## src/rtl/pid_pwm_driver.sv

```systemverilog
// pid_pwm_driver: converts a signed 8-bit PID controller output into a complementary,
// dead-time protected PWM gate drive with a 256-cycle period.
//
// Parameters
//   DEAD      dead-time in clk cycles (1..15) between one gate turning off and the other on
//   DUTY_MIN  lowest permitted duty code
//   DUTY_MAX  highest permitted duty code
// Ports
//   clk          clock, rising edge
//   rst          asynchronous active-high reset; gates go low immediately
//   en           run enable; 0 forces both gates off and parks the period counter
//   u_in         signed controller output
//   u_valid      single-cycle qualifier for u_in
//   pwm_h        high-side gate drive
//   pwm_l        low-side gate drive
//   sample_tick  one-cycle pulse in the first cycle (cnt=0) of each period
//   duty_q       duty code active in the current period
module pid_pwm_driver #(
    parameter int unsigned DEAD     = 2,
    parameter int unsigned DUTY_MIN = 8,
    parameter int unsigned DUTY_MAX = 247
) (
    input  logic              clk,
    input  logic              rst,
    input  logic              en,
    input  logic signed [7:0] u_in,
    input  logic              u_valid,
    output logic              pwm_h,
    output logic              pwm_l,
    output logic              sample_tick,
    output logic        [7:0] duty_q
);

    localparam logic [7:0] DutyMin  = 8'(DUTY_MIN);
    localparam logic [7:0] DutyMax  = 8'(DUTY_MAX);
    localparam logic [3:0] DeadLoad = 4'(DEAD - 1);

    typedef enum logic [2:0] {
        StSafe,
        StHigh,
        StDtToLow,
        StLow,
        StDtToHigh
    } state_e;

    logic [7:0] code;
    logic [7:0] code_clamped;
    logic [7:0] shadow_q, shadow_d;
    logic [7:0] cnt_q, cnt_d;
    logic [7:0] duty_d;
    logic       tick_d;
    logic       run_q;
    logic       raw_h;
    state_e     state_q, state_d;
    logic [3:0] dt_q, dt_d;

    // Offset binary: adding 128 to a two's-complement byte just flips the sign bit.
    assign code = {~u_in[7], u_in[6:0]};

    always_comb begin
        code_clamped = code;
        if (code < DutyMin) begin
            code_clamped = DutyMin;
        end else if (code > DutyMax) begin
            code_clamped = DutyMax;
        end
    end

    // Shadow keeps tracking u_valid even while disabled.
    assign shadow_d = u_valid ? code_clamped : shadow_q;

    // Period counter and duty reload. run_q is en from the previous cycle, so
    // en & ~run_q marks the first enabled edge. Using shadow_d at the reload gives
    // the bypass when u_valid lands on cnt=255.
    always_comb begin
        cnt_d  = cnt_q;
        duty_d = duty_q;
        tick_d = 1'b0;
        if (!en) begin
            cnt_d = 8'd0;
        end else if (!run_q) begin
            cnt_d  = 8'd0;
            duty_d = shadow_d;
            tick_d = 1'b1;
        end else begin
            cnt_d = cnt_q + 8'd1;
            if (cnt_q == 8'hff) begin
                duty_d = shadow_d;
                tick_d = 1'b1;
            end
        end
    end

    always_ff @(posedge clk or posedge rst) begin
        if (rst) begin
            cnt_q       <= 8'd0;
            duty_q      <= 8'd128;
            shadow_q    <= 8'd128;
            run_q       <= 1'b0;
            sample_tick <= 1'b0;
        end else begin
            cnt_q       <= cnt_d;
            duty_q      <= duty_d;
            shadow_q    <= shadow_d;
            run_q       <= en;
            sample_tick <= tick_d;
        end
    end

    assign raw_h = (cnt_q < duty_q);

    // Gate FSM. SAFE waits for the first running cycle (run_q) so the dead-time
    // starts from cnt=0 with the freshly loaded duty, exactly like a period wrap.
    always_comb begin
        state_d = state_q;
        dt_d    = dt_q;
        if (!en) begin
            state_d = StSafe;
            dt_d    = 4'd0;
        end else begin
            unique case (state_q)
                StSafe: begin
                    if (run_q) begin
                        state_d = raw_h ? StDtToHigh : StDtToLow;
                        dt_d    = DeadLoad;
                    end
                end
                StHigh: begin
                    if (!raw_h) begin
                        state_d = StDtToLow;
                        dt_d    = DeadLoad;
                    end
                end
                StLow: begin
                    if (raw_h) begin
                        state_d = StDtToHigh;
                        dt_d    = DeadLoad;
                    end
                end
                StDtToLow: begin
                    if (raw_h) begin
                        // Demand reverted: retarget and restart the dead-time.
                        state_d = StDtToHigh;
                        dt_d    = DeadLoad;
                    end else if (dt_q == 4'd0) begin
                        state_d = StLow;
                    end else begin
                        dt_d = dt_q - 4'd1;
                    end
                end
                StDtToHigh: begin
                    if (!raw_h) begin
                        state_d = StDtToLow;
                        dt_d    = DeadLoad;
                    end else if (dt_q == 4'd0) begin
                        state_d = StHigh;
                    end else begin
                        dt_d = dt_q - 4'd1;
                    end
                end
                default: begin
                    state_d = StSafe;
                    dt_d    = 4'd0;
                end
            endcase
        end
    end

    // Gate outputs are decoded from the next state and registered, so each gate
    // is a flop output that can only be high in its own drive state.
    always_ff @(posedge clk or posedge rst) begin
        if (rst) begin
            state_q <= StSafe;
            dt_q    <= 4'd0;
            pwm_h   <= 1'b0;
            pwm_l   <= 1'b0;
        end else begin
            state_q <= state_d;
            dt_q    <= dt_d;
            pwm_h   <= (state_d == StHigh);
            pwm_l   <= (state_d == StLow);
        end
    end

endmodule

```

## config.mk

```make
export PLATFORM = sky130hd
export DESIGN_NAME = pid_pwm_driver
export DESIGN_NICKNAME = d
export VERILOG_FILES = /design/src/rtl/pid_pwm_driver.sv
export SDC_FILE = /design/constraint.sdc
export NUM_CORES = 1
export LEC_CHECK = 0
export BUFFER_PORTS_ARGS = -buffer_cell sky130_fd_sc_hd__buf_2
export CAP_MARGIN = 20
export CORE_MARGIN = 4
export CORE_UTILIZATION = 55
export DETAILED_ROUTE_END_ITERATION = 7
export PLACE_DENSITY = 0.85
export SLEW_MARGIN = 40
export SYNTH_ARGS = -nofsm -noshare
export SYNTH_HDL_FRONTEND = slang
export SYNTH_SLANG_ARGS = --single-unit
export TNS_END_PERCENT = 20
```

## constraint.sdc

```tcl
create_clock -name clk -period 2.6 [get_ports clk]
set_clock_uncertainty 0.2 [all_clocks]
set_input_delay 0.78 -clock clk [delete_from_list [all_inputs] [get_ports clk]]
set_output_delay 0.78 -clock clk [all_outputs]
set_load 0.01 [all_outputs]
```

==> impl_metrics.csv, run 1 <==
group,metric,value,unit
worst_setup_path,cp_data_arrival_time,2.47,ns
clock_network,cts-htree-levels,2,
pwr,leakage,0.00102,uW
synth,yosys-top-cells-count,"dfrtp_1, nor2_1, inv_1",
worst_hold_path,hold_start,"shadow_q[7]$_DFF_PP1_",
timing,hold_violations,0,
synth,syn_area_per_cell,9.96,um2
worst_setup_path,critPathTopFamily,"compound AO/OA/AOI/OAI gates",
finish,postLayoutCellArea,2080,um2
placement,post-place-ws,0.206,ns
finish,fin_util,66.4,%
synth,yosysUniqueCellTypes,44,
timing,finalCritPeriodShare,93.4,%
clock_network,path_clk_slew,0.11,ns
synth,syn_inst,185,
finish,nets,232,
finish,multi_input_area,875,um2
route,drt_iter0_markers,34,
pwr,comb_power_share,20.5,%
finish,layout.area.seq,878,um2
worst_setup_path,crit_end,"dt_q[1]$_DFFE_PP0P_",
synth,async_flop_share,100,%
worst_setup_path,worst_setup_path_end_kind,"flip-flop",
pwr,ir_drop,0.000393,V
placement,gp_congestion,0.838,
worst_setup_path,worstPathMaxFanout,5,
finish,fillers,261,
floorplanning,fp.dieArea,4340,um2
global_routing,grt_pass1_vias,1265,
route,first_pass_iters,4,
global_routing,antenna_found_initial,0,
pwr,p_int,864,uW
global_routing,grt_usage,17.2,%
route,vias,1373,
worst_hold_path,min_path_type,"flip-flop to flip-flop",
route,routed_wl,3300,um
clock_network,clk_latency,0.35,ns
route,drc,0,
floorplanning,num_rows,20,
synth,yosysSeqAreaShare,47.7,%
placement,placed_cells,248,
synth,synth_area_leaders,"dfrtp_1, ha_1, nor2_1",
finish,drive_gt1_share,23.1,%
worst_setup_path,critPathSlowestCell,"dfstp_2",
pwr,p_per_area,592,nW/um2
synth,syn_area,1840,um2
synth,syn-num-nets,206,
route,viasPerCell,5.36,
finish,syn2layout_area_growth,12.8,%
placement,io_buffers,22,
synth,ys.flop_type,"dfrtp_1",
clock_network,root_buffer,"clkbuf_4",
worst_setup_path,r2r_end,"dt_q[1]$_DFFE_PP0P_",
global_routing,grt_first_pass_wirelength,5610,um
finish,antennaDiodeCount,0,
floorplanning,io_pins,23,
timing,tightestPinTransition,0.447,ns
synth,yosysTopAreaCell,"dfrtp_1",
worst_setup_path,cp_num_cells,8,
timing,relSlewSlack,70.1,%
worst_setup_path,r2r-start,"duty_q[7]$_DFFE_PP1P_",
floorplanning,core_area,3130,um2
clock_network,cts_tree,"done",
clock_network,clock_path_buffers,2,
worst_setup_path,crit_chain,"inv_1, ha_1, a21oi_1, o21ai_1, a21oi_4, mux2i_1, nor3_1, a211o_1",
worst_setup_path,slowest_delay,0.54,ns
worst_setup_path,critPathKind,"flip-flop to flip-flop",
worst_setup_path,cp-start-kind,"flip-flop",
synth,ys_ff_latch,35,
timing,min_period,2.43,ns
worst_setup_path,cp-startpoint,"duty_q[7]$_DFFE_PP1P_",
timing,fin_ws,0.170,ns
timing,rsz0062_at_grt,"false",
floorplanning,die_w,65.9,um
worst_hold_path,holdPathStages,2,
worst_setup_path,critPathRequiredTime,2.64,ns
route,antenna_left,0,
route,wire_per_inst,12.9,um
global_routing,grt.overflow.total,0,
synth,yosys_warnings,0,
placement,dp_hpwl,2500,um
outcome,outcome,"finished clean",
finish,fin_cells,256,
pwr,pwr-share-seq,51.6,%
clock_network,cts_setup_buffers,0,
worst_setup_path,rr_worst_depth,8,
synth,yosys.cell_count.top_type,"dfrtp_1",
synth,synth_edf_count,0,
timing,setup_viol,0,
job,max_cap_violations,0,
pwr,swShare,29.7,%
pwr,p_sw,365,uW
pwr,clkPwrFrac,27.9,%
global_routing,grt_max_degree,36,
clock_network,numCtsBuffers,5,
timing,maxSlewViolCount,0,
timing,fmax,0.412,GHz
synth,netlist.area_leader.share,44.8,%
timing,finalSetupTns,0,ns
worst_setup_path,r2r_slack,0.17,ns
clock_network,clkSinkCount,35,
worst_setup_path,path_buf_inv,1,
placement,dpl_cell_area,2000,um2
floorplanning,die_y,65.9,um
clock_network,postCtsHoldBufs,0,
floorplanning,initial_core_util,58.9,%
clock_network,cts_resized,0,
[cells by family after synthesis]
| kind of cell | Yosys count | synth area share, % |
|---|---|---|
| flops | 35 | 47.7 |
| mux | 12 | 7.13 |
| xor+xnor | 5 | 2.38 |
| fa+ha+maj | 9 | 6.11 |
| compound gates | 32 | 11.8 |
| buf+inv | 23 | 4.82 |
| simple gates | 69 | 20.0 |
[worst min-delay path, delay by kind of cell (launching register included)]
family | cells | cell delay, ns
buffers and inverters | 1 | 0.04
multiplexers | 1 | 0.08
flip-flops | 1 | 0.37
[worst min-delay path by stage]
stage,to,slack (ns)
after detailed placement,shadow_q[7]$_DFF_PP1_,0.28
final,shadow_q[7]$_DFF_PP1_,0.29
after floorplan,shadow_q[7]$_DFF_PP1_,0.25
after CTS,shadow_q[7]$_DFF_PP1_,0.29
after global placement,shadow_q[7]$_DFF_PP1_,0.27
after global routing,shadow_q[6]$_DFF_PP0_,0.32
[metrics by stage]
step           hold slack (ns)  total power (uW)
4_1_cts                  0.293              1240
2_1_floorplan            0.253               817
3_5_place_dp             0.276               900
3_3_place_gp             0.270               892
6_report                 0.294              1230
5_1_grt                  0.323              1300
[cell type report]
| cell class | count | share of cell area [%] |
|---|---|---|
| Sequential cell | 35 | 42.3 |
| Clock buffer | 7 | 3.13 |
| Inverter | 17 | 3.07 |
| Timing Repair Buffer | 25 | 6.39 |
| Tap cell | 44 | 2.65 |
| Clock inverter | 1 | 0.361 |
| Multi-Input combinational cell | 127 | 42.1 |
[state kept, by name, indices dropped and copies added (netlist names)]
name and cells:
duty_q 8, dt_q 4, state_q 3, sample_tick 1
pwm_h 1, pwm_l 1, cnt_q 8, shadow_q 8
run_q 1
[cell usage in the layout, fill, tap and decap left out, types with 2 or more instances in the layout]
master,netlist,layout
nand3_1,5,5
o21ai_1,4,4
mux2_2,5,5
clkbuf_4,0,5
clkbuf_8,0,2
ha_1,9,9
nor4b_1,2,2
nand2_1,14,14
buf_2,2,22
nand4_1,2,2
nor2b_1,4,4
o22ai_1,4,4
dfrtp_1,33,33
nor3_2,3,3
xnor2_1,2,2
a211oi_2,2,2
nor2_1,20,20
inv_1,17,17
buf_4,0,3
mux2_1,4,4
o21ai_0,4,4
nor3_1,3,3
dfstp_2,2,2
xor2_1,3,3
mux2i_1,3,3
or3_1,4,4
a21oi_1,9,9
and3_1,2,2
or4b_1,2,2
[power groups by stage]
stage	Combinational (uW)	Sequential, uW	Clock [uW]
2_1_floorplan	175	642	0
3_3_place_gp	249	643	0
3_5_place_dp	255	645	0
4_1_cts	256	635	351
5_1_grt	284	643	377
6_report	252	635	343
[per-layer routing]
metal	wire [um]	vias up	GRT usage, %
li1	-	700	-
met1	1610	644	22.1
met2	1500	21	26.2
met3	114	8	4.08
met4	80	0	10.1
met5	0	-	0
No activity file was read; power rests on OpenSTA's default activity.
==> inputs of run 2 (changes only) <==
- CORE_ASPECT_RATIO: not set -> 1.25
- REMOVE_ABC_BUFFERS: not set -> 1
- SLEW_MARGIN: 40 -> 20
==> run 2 against run 1 <==
Critical path depth is the same. Worst setup slack gained 0.0059 ns. Routed wire length shrank 0.79%. Highest routed layer unchanged. Sequential power is essentially flat. Sequential share of layout area shrank 0.38 points. Non-clock buffer count is the same. Die area grew 0.15%. Worst hold slack lost 0.015 ns. Cell count shrank 2.7%. Register-to-register slack is essentially flat. Cell area grew 0.90%.
==> impl_metrics.csv, run 2 (synthesized netlist as in run 1, its figures left out) <==
group,metric,value,unit
finish,fillers,279,
placement,gp_congestion,0.907,
worst_setup_path,worst_setup_path_end_kind,"flip-flop",
route,viasPerCell,5.53,
clock_network,clock_path_buffers,2,
pwr,p_int,943,uW
clock_network,cts-htree-levels,2,
worst_setup_path,crit_chain,"inv_1, ha_1, a21oi_1, o21ai_1, a21oi_4, mux2i_1, nor3_1, a211o_1",
floorplanning,fp.dieArea,4340,um2
floorplanning,die_y,72.7,um
timing,min_period,2.42,ns
pwr,swShare,27.2,%
clock_network,path_clk_slew,0.06,ns
clock_network,postCtsHoldBufs,0,
global_routing,grt_first_pass_wirelength,5770,um
route,drc,0,
clock_network,numCtsBuffers,5,
worst_hold_path,min_path_type,"flip-flop to flip-flop",
timing,rsz0062_at_grt,"false",
timing,hold_violations,0,
worst_setup_path,worstPathMaxFanout,5,
timing,finalSetupTns,0,ns
clock_network,cts_resized,0,
timing,finalCritPeriodShare,93.2,%
clock_network,cts_tree,"done",
pwr,clkPwrFrac,32.1,%
finish,multi_input_area,875,um2
finish,final_cell_mix,"dfrtp_1, buf_2, nor2_1",
global_routing,grt.overflow.total,0,
timing,setup_viol,0,
job,max_cap_violations,0,
finish,reg_top3,"cnt_q (8), duty_q (8), shadow_q (8)",
pwr,pwr-share-seq,49.0,%
timing,fin_hold_ws,0.279,ns
floorplanning,io_pins,23,
global_routing,grt_usage,17.7,%
pwr,ir_drop,0.000426,V
outcome,outcome,"finished clean",
worst_setup_path,critPathKind,"flip-flop to flip-flop",
route,vias,1378,
global_routing,grt_pass1_vias,1373,
floorplanning,die_w,59.8,um
floorplanning,initial_core_util,57.1,%
worst_setup_path,slowest_delay,0.53,ns
worst_setup_path,critPathRequiredTime,2.57,ns
route,antenna_left,0,
clock_network,clkSinkCount,35,
timing,tightestPinTransition,0.502,ns
route,wire_per_inst,13.2,um
floorplanning,core_area,3220,um2
placement,io_buffers,22,
finish,layout.cells.most_common,"dfrtp_1",
clock_network,clk_latency,0.28,ns
clock_network,root_buffer,"clkbuf_8",
placement,dp_hpwl,2540,um
finish,nets,232,
pwr,p_sw,352,uW
global_routing,antenna_found_initial,0,
timing,maxSlewViolCount,0,
pwr,leakage,0.00104,uW
route,first_pass_iters,4,
route,drt_iter0_markers,36,
timing,relSlewSlack,66.2,%
worst_setup_path,critPathSlowestCell,"dfstp_2",
worst_setup_path,cp-start-kind,"flip-flop",
pwr,p_per_area,618,nW/um2
clock_network,cts_setup_buffers,0,
route,routed_wl,3280,um
finish,antennaDiodeCount,0,
worst_setup_path,cp_data_arrival_time,2.39,ns
timing,fmax,0.413,GHz
finish,layout.area.seq,878,um2
floorplanning,num_rows,23,
pwr,comb_power_share,18.9,%
finish,syn2layout_area_growth,13.8,%
finish,drive_gt1_share,22.6,%
global_routing,grt_max_degree,36,
[run 2: power groups by stage]
| stage | registers, uW | logic [uW] | clock network, uW |
|---|---|---|---|
| finish | 634 | 245 | 415 |
| global route | 642 | 279 | 460 |
| CTS | 635 | 250 | 431 |
| detailed placement | 645 | 249 | 0 |
| global placement | 642 | 242 | 0 |
| floorplan | 648 | 162 | 0 |
[run 2: through the flow]
stage | std cells | total power (uW) | cell area [um2] | worst slack (ns) | utilization [%]
after global routing | 249 | 1380 | 2100 | 0.0282 | 65.0
after floorplan | 179 | 811 | 1820 | 0.312 | -
after CTS | 249 | 1320 | 2100 | 0.165 | 65.0
after detailed placement | 241 | 894 | 2000 | 0.162 | 61.9
after global placement | 241 | 884 | 2000 | 0.197 | 61.9
final | 249 | 1290 | 2100 | 0.176 | 65.0
[run 2: worst paths after layout]
| kind | start | end | slack [ns] | depth (start not counted) |
|---|---|---|---|---|
| hold reg to reg | shadow_q[7]$_DFF_PP1_ | shadow_q[7]$_DFF_PP1_ | 0.28 | 2 |
| hold / removal | shadow_q[7]$_DFF_PP1_ | shadow_q[7]$_DFF_PP1_ | 0.28 | 2 |
| min in group asynchronous | rst | cnt_q[2]$_DFF_PP0_ | 0.38 | 3 |
| setup reg to reg | duty_q[7]$_DFFE_PP1P_ | dt_q[1]$_DFFE_PP0P_ | 0.18 | 8 |
| max in group asynchronous | rst | duty_q[7]$_DFFE_PP1P_ | 1.49 | 3 |
| setup / recovery | duty_q[7]$_DFFE_PP1P_ | dt_q[1]$_DFFE_PP0P_ | 0.18 | 8 |
[run 2: per-layer routing]
layer / global-route usage, % / vias to the layer above / part of all wire, %
met2: 30.8 / 42 / 51
met5: 0 / - / 0
met3: 4.60 / 8 / 6.0
met4: 9.11 / 0 / 2.1
li1: - / 691 / -
met1: 19.2 / 637 / 41
[run 2: layout make-up]
type	count	share of cell area (%)
multi-input combinational	127	41.7
sequential	35	41.9
tap	37	2.21
clock buffer	8	4.78
timing repair buffer	25	6.33
inverter	17	3.04
[run 2: critical path: cells and delay by family, from the launching register on]
family,cells,cell delay [ns]
fa+ha+maj,1,0.30
simple gates,1,0.08
flops,1,0.53
mux,1,0.37
compound gates,4,0.77
buf+inv,1,0.05
